--- src/rtl/pool_engine.sv ---
// pool_engine: 2x2/stride-2 signed max-pool sequencer; ports: clk/rst, start/layer in, busy/done status, pool-buffer read side (read_*), pooled output side (write_*)
module pool_engine #(
  parameter int DATSIZE = 22
) (
  input  logic                   clk,
  input  logic                   rst,
  input  logic                   start,
  input  logic [1:0]             layer,
  output logic                   busy,
  output logic                   done,
  output logic                   read_en,
  output logic [5:0]             read_y,
  output logic [5:0]             read_x,
  output logic [5:0]             read_c,
  output logic                   read_updown,
  input  logic [2*DATSIZE-1:0]   read_data,
  output logic                   write_en,
  output logic [4:0]             write_y,
  output logic [4:0]             write_x,
  output logic [5:0]             write_c,
  output logic [DATSIZE-1:0]     write_data
);
  localparam logic [1:0] S_IDLE = 2'd0, S_RUN = 2'd1, S_DRAIN = 2'd2, S_DONE = 2'd3;
  logic [1:0]                r_state, r_layer;
  logic [5:0]                r_x, r_y, r_c;
  logic                      r_ud, r_rd_d, r_ud_d;
  logic [4:0]                r_d1_y, r_d1_x, r_w_y, r_w_x;
  logic [5:0]                r_d1_c, r_w_c;
  logic signed [DATSIZE-1:0] r_up_max;
  logic [5:0]                w_wmax, w_cmax;
  logic                      w_last;
  logic signed [DATSIZE-1:0] w_lo, w_hi, w_pair, w_max4;
  always_comb begin
    w_wmax = r_layer == 2'd1 ? 6'd15 : r_layer == 2'd2 ? 6'd7 : r_layer == 2'd3 ? 6'd3 : 6'd0;
    w_cmax = r_layer == 2'd1 ? 6'd15 : r_layer == 2'd2 ? 6'd31 : r_layer == 2'd3 ? 6'd63 : 6'd0;
    w_last = r_ud && r_x == w_wmax && r_y == w_wmax && r_c == w_cmax;
    w_lo   = read_data[DATSIZE-1:0];
    w_hi   = read_data[2*DATSIZE-1:DATSIZE];
    w_pair = w_lo > w_hi ? w_lo : w_hi;
    w_max4 = r_up_max > w_pair ? r_up_max : w_pair;
  end
  assign busy        = r_state == S_RUN || r_state == S_DRAIN;
  assign done        = r_state == S_DONE;
  assign read_en     = r_state == S_RUN;
  assign read_y      = r_y;
  assign read_x      = r_x;
  assign read_c      = r_c;
  assign read_updown = r_ud;
  // a down read one cycle ago means its pair is on read_data now
  assign write_en    = r_rd_d && r_ud_d;
  assign write_data  = write_en ? w_max4 : '0;
  assign write_y     = r_w_y;
  assign write_x     = r_w_x;
  assign write_c     = r_w_c;
  always_ff @(posedge clk or posedge rst) begin
    if (rst) begin
      r_state  <= S_IDLE;
      r_layer  <= '0;
      r_x      <= '0;
      r_y      <= '0;
      r_c      <= '0;
      r_ud     <= 1'b0;
      r_rd_d   <= 1'b0;
      r_ud_d   <= 1'b0;
      r_up_max <= '0;
      r_d1_y   <= '0;
      r_d1_x   <= '0;
      r_d1_c   <= '0;
      r_w_y    <= '0;
      r_w_x    <= '0;
      r_w_c    <= '0;
    end else begin
      if (r_state == S_IDLE && start) begin
        r_state <= layer == 2'd0 ? S_DONE : S_RUN;
        r_layer <= layer;
        r_x     <= '0;
        r_y     <= '0;
        r_c     <= '0;
        r_ud    <= 1'b0;
      end else if (r_state == S_RUN) begin
        r_ud <= ~r_ud;
        // advance x, then y, then c after each down read; the last pixel wraps all to 0
        if (r_ud) begin
          r_x <= r_x == w_wmax ? 6'd0 : r_x + 6'd1;
          if (r_x == w_wmax) begin
            r_y <= r_y == w_wmax ? 6'd0 : r_y + 6'd1;
            if (r_y == w_wmax) r_c <= r_c == w_cmax ? 6'd0 : r_c + 6'd1;
          end
        end
        if (w_last) r_state <= S_DRAIN;
      end else if (r_state == S_DRAIN) begin
        r_state <= S_DONE;
      end else if (r_state == S_DONE) begin
        r_state <= S_IDLE;
      end
      r_rd_d <= read_en;
      r_ud_d <= r_ud;
      if (r_rd_d && !r_ud_d) r_up_max <= w_pair;
      r_d1_y <= r_y[4:0];
      r_d1_x <= r_x[4:0];
      r_d1_c <= r_c;
      r_w_y  <= r_d1_y;
      r_w_x  <= r_d1_x;
      r_w_c  <= r_d1_c;
    end
  end
endmodule

--- config.mk ---
export PLATFORM = sky130hd
export DESIGN_NAME = pool_engine
export DESIGN_NICKNAME = d
export VERILOG_FILES = /design/src/rtl/pool_engine.sv
export SDC_FILE = /design/constraint.sdc
export NUM_CORES = 1
export LEC_CHECK = 0
export BUFFER_PORTS_ARGS = -buffer_cell sky130_fd_sc_hd__clkbuf_2
export CORE_MARGIN = 3
export CORE_UTILIZATION = 45
export CTS_CLUSTER_SIZE = 28
export DETAILED_ROUTE_END_ITERATION = 16
export PLACE_DENSITY = 0.75
export SETUP_SLACK_MARGIN = 0.3
export SLEW_MARGIN = 5
export SYNTH_ARGS = -nofsm -noshare
export SYNTH_HDL_FRONTEND = slang
export SYNTH_SLANG_ARGS = --single-unit
--- constraint.sdc ---
create_clock -name clk -period 8.33 [get_ports clk]
set_input_delay 1.2495 -clock clk [delete_from_list [all_inputs] [get_ports clk]]
set_output_delay 1.2495 -clock clk [all_outputs]
set_load 0.03 [all_outputs]
==> impl_metrics.toml <==
[synthesis]
yosys_register_bits = 79
yosys.area.top_type_share_pct = 38.9
yosys-top-cells-area = "dfrtp_1 (39%), ha_1 (13%), inv_1 (5.6%), o21ai_0 (4.7%), mux2i_1 (4.3%)"
syn_inst = 570
synth.area.mux_share_pct = 4.85
synthArstFlopShare_pct = 100
ys_top_cells_by_count = "dfrtp_1 (79), inv_1 (76), nand2_1 (54)"
yosysSeqAreaShare_pct = 38.9
synth-xor-area-share_pct = 1.90
synth_edf_count = 0
syn_area_per_cell_um2 = 8.92
syn-cell-area_um2 = 5080
synth_cell_types = 42
yosys.area.top_type = "dfrtp_1"
ys.flop_type = "dfrtp_1"
ys.warnings.count = 0
synth_top_family_by_area = "compound AO/OA/AOI/OAI gates"
synth_fa_ha_area_share_pct = 13.0
synth_compound_area_share_pct = 17.8
synth_nets = 672
yosys.area_share.simple_pct = 15.2
synth.most_common_cell = "dfrtp_1"

[cts]
cts_tree = "yes"
cts_buffers = 9
cts_buffer_depth = 2
h-tree-depth = 3
clk_latency_ns = 0.32
cts_num_sinks = 79
cts-root-buf = "clkbuf_16"
clk_pin_slew_ns = 0.06
cts_setup_buffers = 0

[floorplanning]
coreArea_um2 = 10900
rows = 38
die_area_um2 = 12600
io_pins = 110
start_util_pct = 46.5
die_y_um = 112
fp.dieW_um = 112

[drt]
finalWirelength_um = 12000
drtIter0Drc = 172
wl_per_cell_um = 14.8
firstDrtPassIters = 7
ant_nets = 0
via_per_inst = 5.55
via_count = 4515
drc = 0

[status]
outcome = "finished, final reports clean"

[worst_setup_path]
cp.required_ns = 7.08
start_kind = "input port"
cp.arrival_ns = 6.51
critPathCaptureType = "output port"
cp_max_fo = 40
path_class = "in2out"

[global_route]
antenna_found_initial = 0
grt.overflow.total = 0
grtUsageTotal_pct = 19.0
grt_start_max_net_pins = 80
grt_pass1_wl_um = 20200
grt_pass1_vias = 4380

[timing]
finClkSkew_ns = 0.0108
finalHoldViolations = 0
min_period_over_period_pct = 93.2
setup_tns_ns = 0
rsz0062_at_grt = "false"
setup_violations = 0
post-route-min-period_ns = 7.76
slew_headroom_pct = 33.7
worstMarginPinSlew_ns = 0.995
clock.fmax_mhz = 129
whs_ns = 0.348
drv_slew = 0

[finish]
final_cells = 813
nets = 771
num_antenna_cells = 0
drive_gt1_share_pct = 20.2
area_growth_pct = 18.5
n_fill_cell = 1005

[worst_hold_path]
hold_class = "reg2reg"

[power_and_ir_drop]
powerDensity_nw_per_um2 = 316
ir_drop_mv = 0.226
leakagePower_nw = 3.24

[place]
io_buffers = 109
dp.cells = 798
dpl.hpwl_um = 9080
gp_congestion = 0.871

[run]
drv_cap = 0
==> routing by layer <==
layer,up-vias,routed length [um],part of all wire (%),global-route usage [%]
li1,2201,-,-,-
met3,8,678,5.6,3.72
met1,2178,5250,44,24.3
met2,128,5990,50,33.8
met5,-,0,0,0
met4,0,82,0.68,3.77
==> area by class of cell <==
class	count	area, um2	share of cell area (%)
Clock buffer	9	225	3.74
Tap cell	140	175	2.91
Multi-Input combinational cell	390	2690	44.7
Inverter	76	287	4.76
Clock inverter	6	92.6	1.54
Timing Repair Buffer	113	576	9.56
Sequential cell	79	1980	32.8
==> sequential cells by signal, indices dropped and copies added (netlist names) <==
| signal | flops |
|---|---|
| r_d1_x | 5 |
| r_rd_d | 1 |
| r_layer | 2 |
| read_x | 6 |
| r_up_max | 22 |
| read_c | 6 |
| r_d1_c | 6 |
| r_state | 2 |
| read_updown | 1 |
| write_y | 5 |
| write_x | 5 |
| r_d1_y | 5 |
| read_y | 6 |
| write_c | 6 |
| r_ud_d | 1 |
==> timing repair <==
item	in CTS	in global routing
gates resized for setup	0	1
setup endpoints to repair	0	20
endpoints found under the hold margin	0	0
hold buffers	0	0
==> path summary, 6_finish.rpt <==
kind                                 end           from  depth (start not counted)  slack (ns)
max                        write_data[9]  read_data[29]                         21        0.57
max in group asynchronous         r_rd_d            rst                          3        6.47
max reg2reg                   r_state[0]     r_layer[0]                         10        5.50
min reg2reg                   write_c[1]      r_d1_c[1]                          0        0.35
min                           write_c[1]      r_d1_c[1]                          0        0.35
min in group asynchronous      r_d1_c[0]            rst                          3        1.22
==> cell usage in the layout, fill, tap and decap left out, drive strengths merged, types with 2 or more instances in the layout <==
cell        n
o31ai       6
nor2b       4
xnor2       3
nor3       11
ha         53
o21ai      48
nand2      54
nand4       8
nand3      18
a221oi      2
mux2i      22
a31oi      20
nor2       38
a211oi      2
inv        77
and3        4
xor2        8
buf         4
and4        7
bufinv      2
and2        6
a21o        7
dfrtp      79
nor3b       3
clkinvlp    2
clkbuf    118
a31o        2
nand2b      3
mux2        2
a21oi      27
or3         4
a41o       19
==> through the flow <==
step / util (%) / power (W) / setup WS (ns) / cell area [um2]
5_1_grt: 55.1 / 0.00206 / 0.312 / 6020
4_1_cts: 55.1 / 0.00191 / 0.388 / 6020
3_5_place_dp: 52.2 / 0.00148 / 0.390 / 5700
2_1_floorplan: - / 0.00128 / 1.26 / 5080
6_report: 55.1 / 0.00190 / 0.566 / 6020
3_3_place_gp: 52.2 / 0.00144 / 0.562 / 5700
==> where the power goes <==
group / internal, W / leakage [nW] / switching [W]
logic: 0.000308 / 2.07 / 0.000573
registers: 0.000497 / 1.02 / 0.000106
clock network: 0.000263 / 0.149 / 0.000155
==> critical path: stages <==
cell and delay, ns:
clkbuf_2 0.11, inv_1 0.04, ha_1 0.29, a21oi_1 0.13
o21ai_0 0.12, a221oi_1 0.43, o211ai_2 0.13, mux2_4 0.49
mux2i_1 0.38, ha_1 0.33, a21o_1 0.19, a21o_1 0.18
a21o_1 0.17, a21o_1 0.17, a21oi_1 0.16, o21ai_0 0.12
a31o_1 0.24, or3b_2 0.79, a41o_1 0.33, nor2_1 0.19
clkbuf_2 0.25
==> cells by family after synthesis <==
family | Yosys count
xor gates and xnor gates | 11
buffers and inverters | 101
and+or+nand+nor | 162
AOI/OAI and AO/OA | 140
DFF | 79
adders and majority gates | 53
muxes | 24
(Power assumes the default switching activity.)
